[src/rtl/pc_flag_unit_pkg.sv]
// Shared processor constants for the PC/flag unit: opcodes, condition codes,
// flag bit positions, run-state encoding and the branch-offset helper.
package pc_flag_unit_pkg;

  localparam logic [3:0] OP_B   = 4'b1100;
  localparam logic [3:0] OP_BR  = 4'b1101;
  localparam logic [3:0] OP_PCS = 4'b1110;
  localparam logic [3:0] OP_HLT = 4'b1111;

  localparam logic [2:0] CC_NE = 3'b000;
  localparam logic [2:0] CC_EQ = 3'b001;
  localparam logic [2:0] CC_GT = 3'b010;
  localparam logic [2:0] CC_LT = 3'b011;
  localparam logic [2:0] CC_GE = 3'b100;
  localparam logic [2:0] CC_LE = 3'b101;
  localparam logic [2:0] CC_OV = 3'b110;
  localparam logic [2:0] CC_AL = 3'b111;

  localparam int FLAG_N = 2;
  localparam int FLAG_Z = 1;
  localparam int FLAG_V = 0;

  typedef enum logic {
    ST_RUN  = 1'b0,
    ST_HALT = 1'b1
  } run_state_t;

  // imm9 is a signed word offset; convert to a byte offset
  function automatic logic [15:0] branch_offset(input logic [8:0] imm9);
    return {{6{imm9[8]}}, imm9, 1'b0};
  endfunction

endpackage

[src/rtl/pc_flag_unit_if.sv]
// Instruction-side bus between decode/ALU (master) and the PC/flag unit (slave).
interface pc_flag_unit_if;
  logic [3:0]  opcode;
  logic [2:0]  cond;
  logic [8:0]  imm9;
  logic [15:0] reg_target;
  logic [2:0]  alu_flags;
  logic [2:0]  flag_en;
  logic [15:0] pc_out;
  logic [15:0] pc_plus2;
  logic [2:0]  flags_q;
  logic        branch_taken;
  logic        halted;

  modport master (
    output opcode, cond, imm9, reg_target, alu_flags, flag_en,
    input  pc_out, pc_plus2, flags_q, branch_taken, halted
  );

  modport slave (
    input  opcode, cond, imm9, reg_target, alu_flags, flag_en,
    output pc_out, pc_plus2, flags_q, branch_taken, halted
  );
endinterface

[src/rtl/cla_16bit.sv]
// 16-bit carry-lookahead adder/subtractor built from four 4-bit lookahead groups.
module cla_16bit (
  input  logic [15:0] a,
  input  logic [15:0] b,
  input  logic        sub,
  output logic [15:0] sum
);

  logic [15:0] bx;
  logic [15:0] g;
  logic [15:0] p;
  logic [3:0]  gc;

  assign bx = b ^ {16{sub}};
  assign g  = a & bx;
  assign p  = a ^ bx;

  always_comb begin
    logic grp_g;
    logic grp_p;
    logic cc;
    sum   = '0;
    gc    = '0;
    gc[0] = sub;
    for (int k = 0; k < 4; k++) begin
      cc = gc[k];
      for (int j = 0; j < 4; j++) begin
        sum[4*k+j] = p[4*k+j] ^ cc;
        cc = g[4*k+j] | (p[4*k+j] & cc);
      end
      // group carry comes from lookahead terms, not the ripple above
      grp_g = g[4*k+3]
            | (p[4*k+3] & g[4*k+2])
            | (p[4*k+3] & p[4*k+2] & g[4*k+1])
            | (p[4*k+3] & p[4*k+2] & p[4*k+1] & g[4*k]);
      grp_p = &p[4*k +: 4];
      if (k < 3) gc[k+1] = grp_g | (grp_p & gc[k]);
    end
  end

endmodule

[src/rtl/pc_flag_unit_cond_eval.sv]
// Branch condition evaluation against the registered N/Z/V flags.
module cond_eval
  import pc_flag_unit_pkg::*;
(
  input  logic [2:0] cond,
  input  logic [2:0] flags,
  output logic       taken
);

  logic n;
  logic z;
  logic v;

  assign n = flags[FLAG_N];
  assign z = flags[FLAG_Z];
  assign v = flags[FLAG_V];

  always_comb begin
    taken = 1'b0;
    case (cond)
      CC_NE: taken = ~z;
      CC_EQ: taken = z;
      CC_GT: taken = ~z & ~n;
      CC_LT: taken = n;
      CC_GE: taken = z | (~z & ~n);
      CC_LE: taken = n | z;
      CC_OV: taken = v;
      CC_AL: taken = 1'b1;
      default: taken = 1'b0;
    endcase
  end

endmodule

[src/rtl/pc_flag_unit.sv]
// Program counter, N/Z/V flag register and sticky halt for the branch path.
//   state   | meaning
//   ST_RUN  | executing: PC advances or redirects, flags take ALU writes
//   ST_HALT | HLT retired: PC and flags frozen until reset
module pc_flag_unit
  import pc_flag_unit_pkg::*;
(
  input  logic           clk,
  input  logic           rst_n,
  pc_flag_unit_if.slave  bus
);

  run_state_t  state_q;
  run_state_t  state_d;
  logic [15:0] pc_q;
  logic [15:0] pc_d;
  logic [2:0]  flags_r;
  logic [2:0]  flags_d;
  logic [15:0] pc_inc;
  logic [15:0] b_target;
  logic        cond_true;
  logic        take;

  cla_16bit u_inc (
    .a   (pc_q),
    .b   (16'h0002),
    .sub (1'b0),
    .sum (pc_inc)
  );

  cla_16bit u_btgt (
    .a   (pc_inc),
    .b   (branch_offset(bus.imm9)),
    .sub (1'b0),
    .sum (b_target)
  );

  cond_eval u_cond (
    .cond  (bus.cond),
    .flags (flags_r),
    .taken (cond_true)
  );

  always_ff @(posedge clk) begin
    if (!rst_n) begin
      state_q <= ST_RUN;
      pc_q    <= 16'h0000;
      flags_r <= 3'b000;
    end else begin
      state_q <= state_d;
      pc_q    <= pc_d;
      flags_r <= flags_d;
    end
  end

  always_comb begin
    state_d = state_q;
    pc_d    = pc_q;
    flags_d = flags_r;
    take    = 1'b0;
    if (state_q == ST_RUN) begin
      for (int i = 0; i < 3; i++) begin
        if (bus.flag_en[i]) flags_d[i] = bus.alu_flags[i];
      end
      case (bus.opcode)
        OP_B: begin
          take = cond_true;
          pc_d = cond_true ? b_target : pc_inc;
        end
        OP_BR: begin
          take = cond_true;
          pc_d = cond_true ? bus.reg_target : pc_inc;
        end
        OP_HLT: begin
          pc_d    = pc_q;
          state_d = ST_HALT;
        end
        OP_PCS:  pc_d = pc_inc;
        default: pc_d = pc_inc;
      endcase
    end
  end

  assign bus.pc_out       = pc_q;
  assign bus.pc_plus2     = pc_inc;
  assign bus.flags_q      = flags_r;
  assign bus.branch_taken = take;
  assign bus.halted       = (state_q == ST_HALT);

endmodule

[src/flat_wrapper.sv]
// flat-port wrapper written by rule: the top's interface ports become plain ports
module pc_flag_unit_flat import pc_flag_unit_pkg::*;
  (clk, rst_n, bus_opcode, bus_cond, bus_imm9, bus_reg_target, bus_alu_flags, bus_flag_en, bus_pc_out, bus_pc_plus2, bus_flags_q, bus_branch_taken, bus_halted);
  pc_flag_unit_if bus_i ();
  input  logic clk;
  input  logic rst_n;
  input wire logic [$bits(bus_i.opcode)-1:0] bus_opcode;
  input wire logic [$bits(bus_i.cond)-1:0] bus_cond;
  input wire logic [$bits(bus_i.imm9)-1:0] bus_imm9;
  input wire logic [$bits(bus_i.reg_target)-1:0] bus_reg_target;
  input wire logic [$bits(bus_i.alu_flags)-1:0] bus_alu_flags;
  input wire logic [$bits(bus_i.flag_en)-1:0] bus_flag_en;
  output wire logic [$bits(bus_i.pc_out)-1:0] bus_pc_out;
  output wire logic [$bits(bus_i.pc_plus2)-1:0] bus_pc_plus2;
  output wire logic [$bits(bus_i.flags_q)-1:0] bus_flags_q;
  output wire logic [$bits(bus_i.branch_taken)-1:0] bus_branch_taken;
  output wire logic [$bits(bus_i.halted)-1:0] bus_halted;
  assign bus_i.opcode = bus_opcode;
  assign bus_i.cond = bus_cond;
  assign bus_i.imm9 = bus_imm9;
  assign bus_i.reg_target = bus_reg_target;
  assign bus_i.alu_flags = bus_alu_flags;
  assign bus_i.flag_en = bus_flag_en;
  assign bus_pc_out = bus_i.pc_out;
  assign bus_pc_plus2 = bus_i.pc_plus2;
  assign bus_flags_q = bus_i.flags_q;
  assign bus_branch_taken = bus_i.branch_taken;
  assign bus_halted = bus_i.halted;
  pc_flag_unit u_core (.clk(clk), .rst_n(rst_n), .bus(bus_i));
endmodule
[config.mk]
export PLATFORM = sky130hd
export DESIGN_NAME = pc_flag_unit_flat
export DESIGN_NICKNAME = d
export VERILOG_FILES = /design/src/rtl/pc_flag_unit_pkg.sv /design/src/rtl/pc_flag_unit_if.sv /design/src/rtl/cla_16bit.sv /design/src/rtl/pc_flag_unit_cond_eval.sv /design/src/rtl/pc_flag_unit.sv /design/src/flat_wrapper.sv
export SDC_FILE = /design/constraint.sdc
export NUM_CORES = 1
export LEC_CHECK = 0
export CORE_MARGIN = 4
export CORE_UTILIZATION = 50
export CTS_CLUSTER_SIZE = 14
export DETAILED_ROUTE_END_ITERATION = 8
export PLACE_DENSITY = 0.91
export SYNTH_ARGS = -nofsm -noshare
export SYNTH_HDL_FRONTEND = slang
export SYNTH_HIERARCHICAL = 1
export SYNTH_SLANG_ARGS = --single-unit
[constraint.sdc]
create_clock -name clk -period 6.5 [get_ports clk]
set_clock_uncertainty 0.05 [all_clocks]
set_input_delay 0.975 -clock clk [delete_from_list [all_inputs] [get_ports clk]]
set_output_delay 0.975 -clock clk [all_outputs]
set_load 0.05 [all_outputs]
==> results_tabular.tex <==
\begin{tabular}{lr}
\hline
Metric & Value \\
\hline
\multicolumn{2}{l}{\textbf{Floorplanning}} \\
Initial cell density of the core & 51.5\% \\
\# rows & 27 \\
Die Span X & around 83 µm \\
Core Box Area & about 5500 µm² \\
Die Outline Area & a little under 7000 µm² \\
Die outline height & 83.1 µm \\
Num ports & a little under 80 \\
\multicolumn{2}{l}{\textbf{Flow run}} \\
Number of maximum-capacitance constraint violations & 0 \\
\multicolumn{2}{l}{\textbf{Clock tree}} \\
Num CTS Buffers & 3 \\
Clock root buffer & clkbuf\_8 \\
Maximum root-to-sink buffer count & 2 \\
Number of sinks driven by the clock tree & 20 \\
Clock tree from TritonCTS & built \\
Number of hold buffers added after cts & 0 \\
Number of levels in the clock H-tree & 1 \\
Insertion delay of the later-clocked pin in the worst-skew pair & between 0.2 and 0.3 ns \\
Number of buffers added for setup after CTS & 0 \\
Number of gates resized after CTS & 0 \\
Clock transition time at the flip-flop clock pins of the worst setup and hold paths & 0.07 ns \\
\multicolumn{2}{l}{\textbf{Synth}} \\
Largest area contributor in the netlist & fa\_1 \\
Top cell type's share of synthesized area & roughly 16\% \\
Fraction of synthesized area in multiplexers & about 15\% \\
Distinct cell type count of the synthesized netlist & 39 \\
Top cells by area in the synthesized netlist & fa\_1, dfxtp\_1, ha\_1, inv\_1, mux2i\_1 \\
Dominant combinational cell family by area after synthesis & adder cells \\
Sequential fraction of the synthesis area & 14.2\% \\
Commonest register cell after synthesis & dfxtp\_1 \\
\#FFs+latches synth & 20 \\
Complex-gate fraction of the synthesized area & about 11\% \\
Number of enable flip-flop cells after synthesis & 0 \\
Adder-Cell Fraction of Synth Area & 26.3\% \\
Synth Cell Area & 2820 µm² \\
Yosys synthesis warning count & 6 \\
Async set-or-reset flop fraction in the synthesized netlist & 0\% \\
Cells after synthesis & 300 \\
Area share of and/or/nand/nor cells after synthesis & between 7 and 8\% \\
Synth Area in XOR/XNOR & a little over an eighth \\
Post-synthesis average cell area & roughly 9.4 µm² \\
\multicolumn{2}{l}{\textbf{Critical path}} \\
Worst R2R Setup Slack & between 1 and 1.5 ns \\
Maximum fanout count along the critical path & 4 \\
Endpoint class of the critical path & flop \\
Cell type with the highest occurrence count on the critical path & fa\_1 \\
Data arrival time at the worst-slack endpoint & around 5.5 ns \\
RR Endpoint & u\_core/bus.pc\_out[15]\$\_SDFFE\_PN0P\_ \\
Cell with the largest stage delay on the worst path & fa\_1 \\
Slowest Stage Delay on Critical Path & 0.43 ns \\
Worst setup path start & u\_core/bus.pc\_out[2]\$\_SDFFE\_PN0P\_ \\
Critical path required time & roughly 6.6 ns \\
Cell class contributing the biggest share of worst-path delay & adder cells \\
Worst flop-to-flop path startpoint & u\_core/bus.pc\_out[2]\$\_SDFFE\_PN0P\_ \\
Crit-path cells & ha\_1 -> a21oi\_1 -> o22ai\_4 -> nor2\_4 -> fa\_1 -> fa\_1 -> fa\_1 -> xnor2\_1 -> ha\_1 -> nand2\_1 -> o21ai\_0 -> nand4bb\_1 -> nand2\_1 -> fa\_1 -> fa\_1 -> fa\_1 -> xnor2\_1 -> xnor2\_1 -> mux2\_1 -> mux2i\_1 -> o2bb2ai\_1 \\
Type of element launching the critical path & flop \\
Category of the most critical setup path & flop to flop \\
Length in cells of the worst reg-to-reg path & 21 \\
CP Depth & 21 \\
CP Buf/Inv Count & 0 \\
\multicolumn{2}{l}{\textbf{Global routing}} \\
Number of antenna violations at the first check in global routing & 0 \\
Maximum number of pins on one net before global-route repair & 20 \\
Number of global-route vias before repair & around 2,600 \\
Global-route wire length before repair & 12.2 mm \\
Total grt overflow & 0 \\
GRT Resource Usage Total & 21.4\% \\
\multicolumn{2}{l}{\textbf{STA}} \\
Final worst path period need & 5.43 ns \\
Final hold vios & 0 \\
Number of slew-limit violations in the final report & 0 \\
Final setup fails & 0 \\
Post-Route Setup TNS & 0 ns \\
Tightest slew margin relative to the limit & 46.5\% \\
Setup repair after global routing missed its margin & no \\
Period utilisation layout & between 80\% and 90\% \\
Highest clock frequency the design can meet & between 0.15 and 0.2 GHz \\
Worst slew pin tran & 0.799 ns \\
\multicolumn{2}{l}{\textbf{Finish}} \\
Area growth from synthesis to layout & 30.6\% \\
Count of filler cells inserted in the layout & $\sim$420 \\
Share of layout cells above drive strength 1 & 4.63\% \\
Post-layout instance area & about 3700 µm² \\
Total number of nets in the final design & roughly 480 \\
Antenna diode count & 0 \\
\multicolumn{2}{l}{\textbf{Worst hold path}} \\
Number of stages on the worst hold path & 1 \\
Worst Hold End & u\_core/bus.pc\_out[13]\$\_SDFFE\_PN0P\_ \\
Worst Min Path Start & u\_core/bus.pc\_out[13]\$\_SDFFE\_PN0P\_ \\
Min-Delay Path Class & flop to flop \\
\multicolumn{2}{l}{\textbf{Route}} \\
Wirelength, routed & 7.18 mm \\
Detailed-route vias per instance & around 5.1 \\
Routed via count & 2,333 \\
DRC & 0 \\
Routed length per placed instance & between 15 and 20 µm \\
Number of iterations in the first detailed-routing pass & 4 \\
Number of routed nets with antenna violations & 0 \\
Initial DRC count & 111 \\
\multicolumn{2}{l}{\textbf{Place}} \\
Cell area after placement & roughly 3600 µm² \\
Weighted congestion at the end of routability-driven global placement & just under 0.9 \\
Count of input and output buffers & 76 \\
Final HPWL from detailed placement & between 6 and 7 mm \\
\multicolumn{2}{l}{\textbf{Status}} \\
Outcome & complete, no violations \\
\hline
\end{tabular}
-- kinds of logic after synthesis --
| logic type | count (synthesis) |
|---|---|
| AOI/OAI and AO/OA | 40 |
| other | 2 |
| and+or+nand+nor | 36 |
| xor gates and xnor gates | 44 |
| DFF | 20 |
| muxes | 39 |
| adders and majority gates | 46 |
| buffers and inverters | 73 |
-- synth_stat cells (2+ instances only) --
cell	count
a21o_1	2
a21oi_1	9
buf_4	3
buf_6	6
conb_1	2
dfxtp_1	20
fa_1	22
ha_1	24
inv_1	62
mux2_1	10
mux2_2	6
mux2i_1	23
nand2_1	7
nand3_1	4
nor2_1	6
nor2b_1	10
o21ai_0	5
o2bb2ai_1	16
xnor2_1	18
xor2_1	26
-- cell usage in the layout, fill, tap and decap left out, types with 2 or more instances in the layout --
master	count
clkdlybuf4s50_1	76
inv_1	62
xor2_1	26
ha_1	24
mux2i_1	23
fa_1	22
conb_1	21
dfxtp_1	20
xnor2_1	18
o2bb2ai_1	16
nor2b_1	10
mux2_1	10
a21oi_1	9
nand2_1	7
mux2_2	6
nor2_1	6
o21ai_0	5
nand3_1	4
clkbuf_8	3
buf_4	2
a21o_1	2
-- layer usage --
metal / vias up / global-route usage, % / wire length (µm)
met5: - / 0 / 0
met4: 0 / 8.77 / 204
met3: 22 / 2.48 / 316
met2: 74 / 36.8 / 3490
met1: 1114 / 27.2 / 3170
li1: 1123 / - / -
-- sequential cells by signal, indices dropped and copies added, names as in the netlist --
name / count
u_core/bus.flags_q: 3
u_core/bus.halted: 1
u_core/bus.pc_out: 16
-- area by class of cell --
type                            instances  area [µm²]  share of cell area [%]
Inverter                               62         233                    6.32
Tap cell                               72        90.1                    2.45
Timing Repair Buffer                   78         776                    21.1
Clock buffer                            3        41.3                    1.12
Multi-Input combinational cell        226        2140                    58.2
Sequential cell                        20         400                    10.9
-- how the worst max path moves through the flow --
stage	end	slack, ns
floorplan	u_core/bus.pc_out[15]$_SDFFE_PN0P_	0.31
global placement	u_core/bus.pc_out[15]$_SDFFE_PN0P_	1.32
detailed placement	u_core/bus.pc_out[15]$_SDFFE_PN0P_	1.15
CTS	u_core/bus.pc_out[15]$_SDFFE_PN0P_	1.13
global route	u_core/bus.pc_out[15]$_SDFFE_PN0P_	0.76
finish	u_core/bus.pc_out[15]$_SDFFE_PN0P_	1.07
-- metrics by stage --
stage / std cells / setup slack (ns) / hold slack, ns / util, %
global placement: 458 / 1.32 / 0.427 / 66.5
CTS: 461 / 1.13 / 0.444 / 67.3
finish: 461 / 1.07 / 0.441 / 67.3
global route: 461 / 0.756 / 0.452 / 67.3
floorplan: 319 / 0.308 / 0.659 / -
detailed placement: 458 / 1.15 / 0.431 / 66.5
-- worst register-to-register path, stage by stage, from the launching register on --
cell and delay [ns]:
dfxtp_1 0.39, ha_1 0.18, a21oi_1 0.11, o22ai_4 0.16, nor2_4 0.06, fa_1 0.41, fa_1 0.43, fa_1 0.42
xnor2_1 0.34, ha_1 0.25, nand2_1 0.07, o21ai_0 0.22, nand4bb_1 0.17, nand2_1 0.07, fa_1 0.38, fa_1 0.40
fa_1 0.39, xnor2_1 0.21, xnor2_1 0.10, mux2_1 0.28, mux2i_1 0.14, o2bb2ai_1 0.07
Power is not shown: default switching activity piles up to over one toggle a cycle in this logic, so the estimate is an artifact.
==> patch, RTL diff (same flow settings) <==
`pc_q` no longer has a reset.
--- a/src/rtl/pc_flag_unit.sv
+++ b/src/rtl/pc_flag_unit.sv
@@ -44,13 +44,15 @@
   always_ff @(posedge clk) begin
     if (!rst_n) begin
       state_q <= ST_RUN;
-      pc_q    <= 16'h0000;
       flags_r <= 3'b000;
     end else begin
       state_q <= state_d;
-      pc_q    <= pc_d;
       flags_r <= flags_d;
     end
+  end
+
+  always_ff @(posedge clk) begin
+    pc_q <= pc_d;
   end
 
   always_comb begin
Formal check against the unedited RTL: not equivalent (Yosys sat finds a counterexample within 4 cycles, from zero or initial values and one cycle with rst_n low).
==> patch against the original RTL <==
Non-clock buffer count shrank 2; worst setup slack gained 0.050 ns; synthesized area shrank 1.4%; sequential cell count is the same; fmax grew 0.92%; design area shrank 0.71%; wire length shrank 4.8%; largest cell class unchanged.
Power is not shown: default switching activity piles up to over one toggle a cycle in this logic, so the estimate is an artifact.
==> patch: results (changes against the original RTL) <==
Synth Area in Compound Gates=9.10% (-2.3 points); post-synthesis mux area share=8.28% (-6.3 points); GPL Wtd Cong=0.904 (+2.8%); non-clk buf share=20.8% (-0.26 points); Avg Inst Size Synth=9.36 µm² (-0.38%); fin cells=457 (-0.87%); fraction of area in multi-input gates=53.9% (-4.3 points); count of cell types in the netlist=37 (-5.1%); clock network area share=1.23% (+0.11 points); placed insts=453 (-1.1%); data arrival time of the critical path=5.34 ns (-0.17 ns); Post-synth top cells=inv_1, xor2_1, ha_1; Slew HR=29.7% (-17 points); Die Wd=82.6 µm (-0.63%); largest net degree at the start of global routing=34 (+70%); multi-input gates=225 (-0.44%); xor and xnor area share after synthesis=13.9% (+0.19 points); Placement Cell Area=3610 µm² (-0.83%); Non-clk bufs=76 (-2.6%); nets=474 (-0.63%); vias in the first global route=2328 (-10%); post-synthesis adder-cell area fraction=26.7% (+0.37 points); Filler cells=397 (-5.7%); total track usage=21.5% (+0.11 points); Final HPWL DP=5860 µm (-2.8%); drt pass-1 iters=4 (unchanged); sequential cell area share=15.3% (+4.5 points); status=complete, no violations; Seq/Total Area, Yosys=20.2% (+6.0 points); Routed WL=6840 µm (-4.8%); via count=2278 (-2.4%); Iter 0 DRT Violations=135 (+22%); Synth area leaders=edfxtp_1, fa_1, ha_1, inv_1, mux2i_1; CP max FO=3 (-1); FF+latch count=20 (unchanged)
==> patch: changes by cell type in the layout (fill, tap and decap cells not counted), moves of 2 or more <==
cell,change
mux2_1,-10
edfxtp_1,+16
o21ai_1,+13
buf_4,-2
dfxtp_1,-16
mux2_2,-6
o2bb2ai_1,-16
o21ai_0,+3
nand2_1,+15
==> patch: worst paths after layout <==
check	cells past startpoint	slack (ns)	endpoint	start
setup reg to reg	20	1.12	u_core/bus.pc_out[15]	u_core/bus.pc_out[2]
setup / recovery	20	1.12	u_core/bus.pc_out[15]	u_core/bus.pc_out[2]
hold / removal	2	0.53	u_core/bus.flags_q[0]	u_core/bus.flags_q[0]
hold reg to reg	2	0.53	u_core/bus.flags_q[0]	u_core/bus.flags_q[0]
==> patch: routing by layer <==
layer	GRT usage, %	wire length (µm)
met5	0	0
met4	8.82	162
met3	1.95	482
met2	36.9	3440
met1	27.9	2750
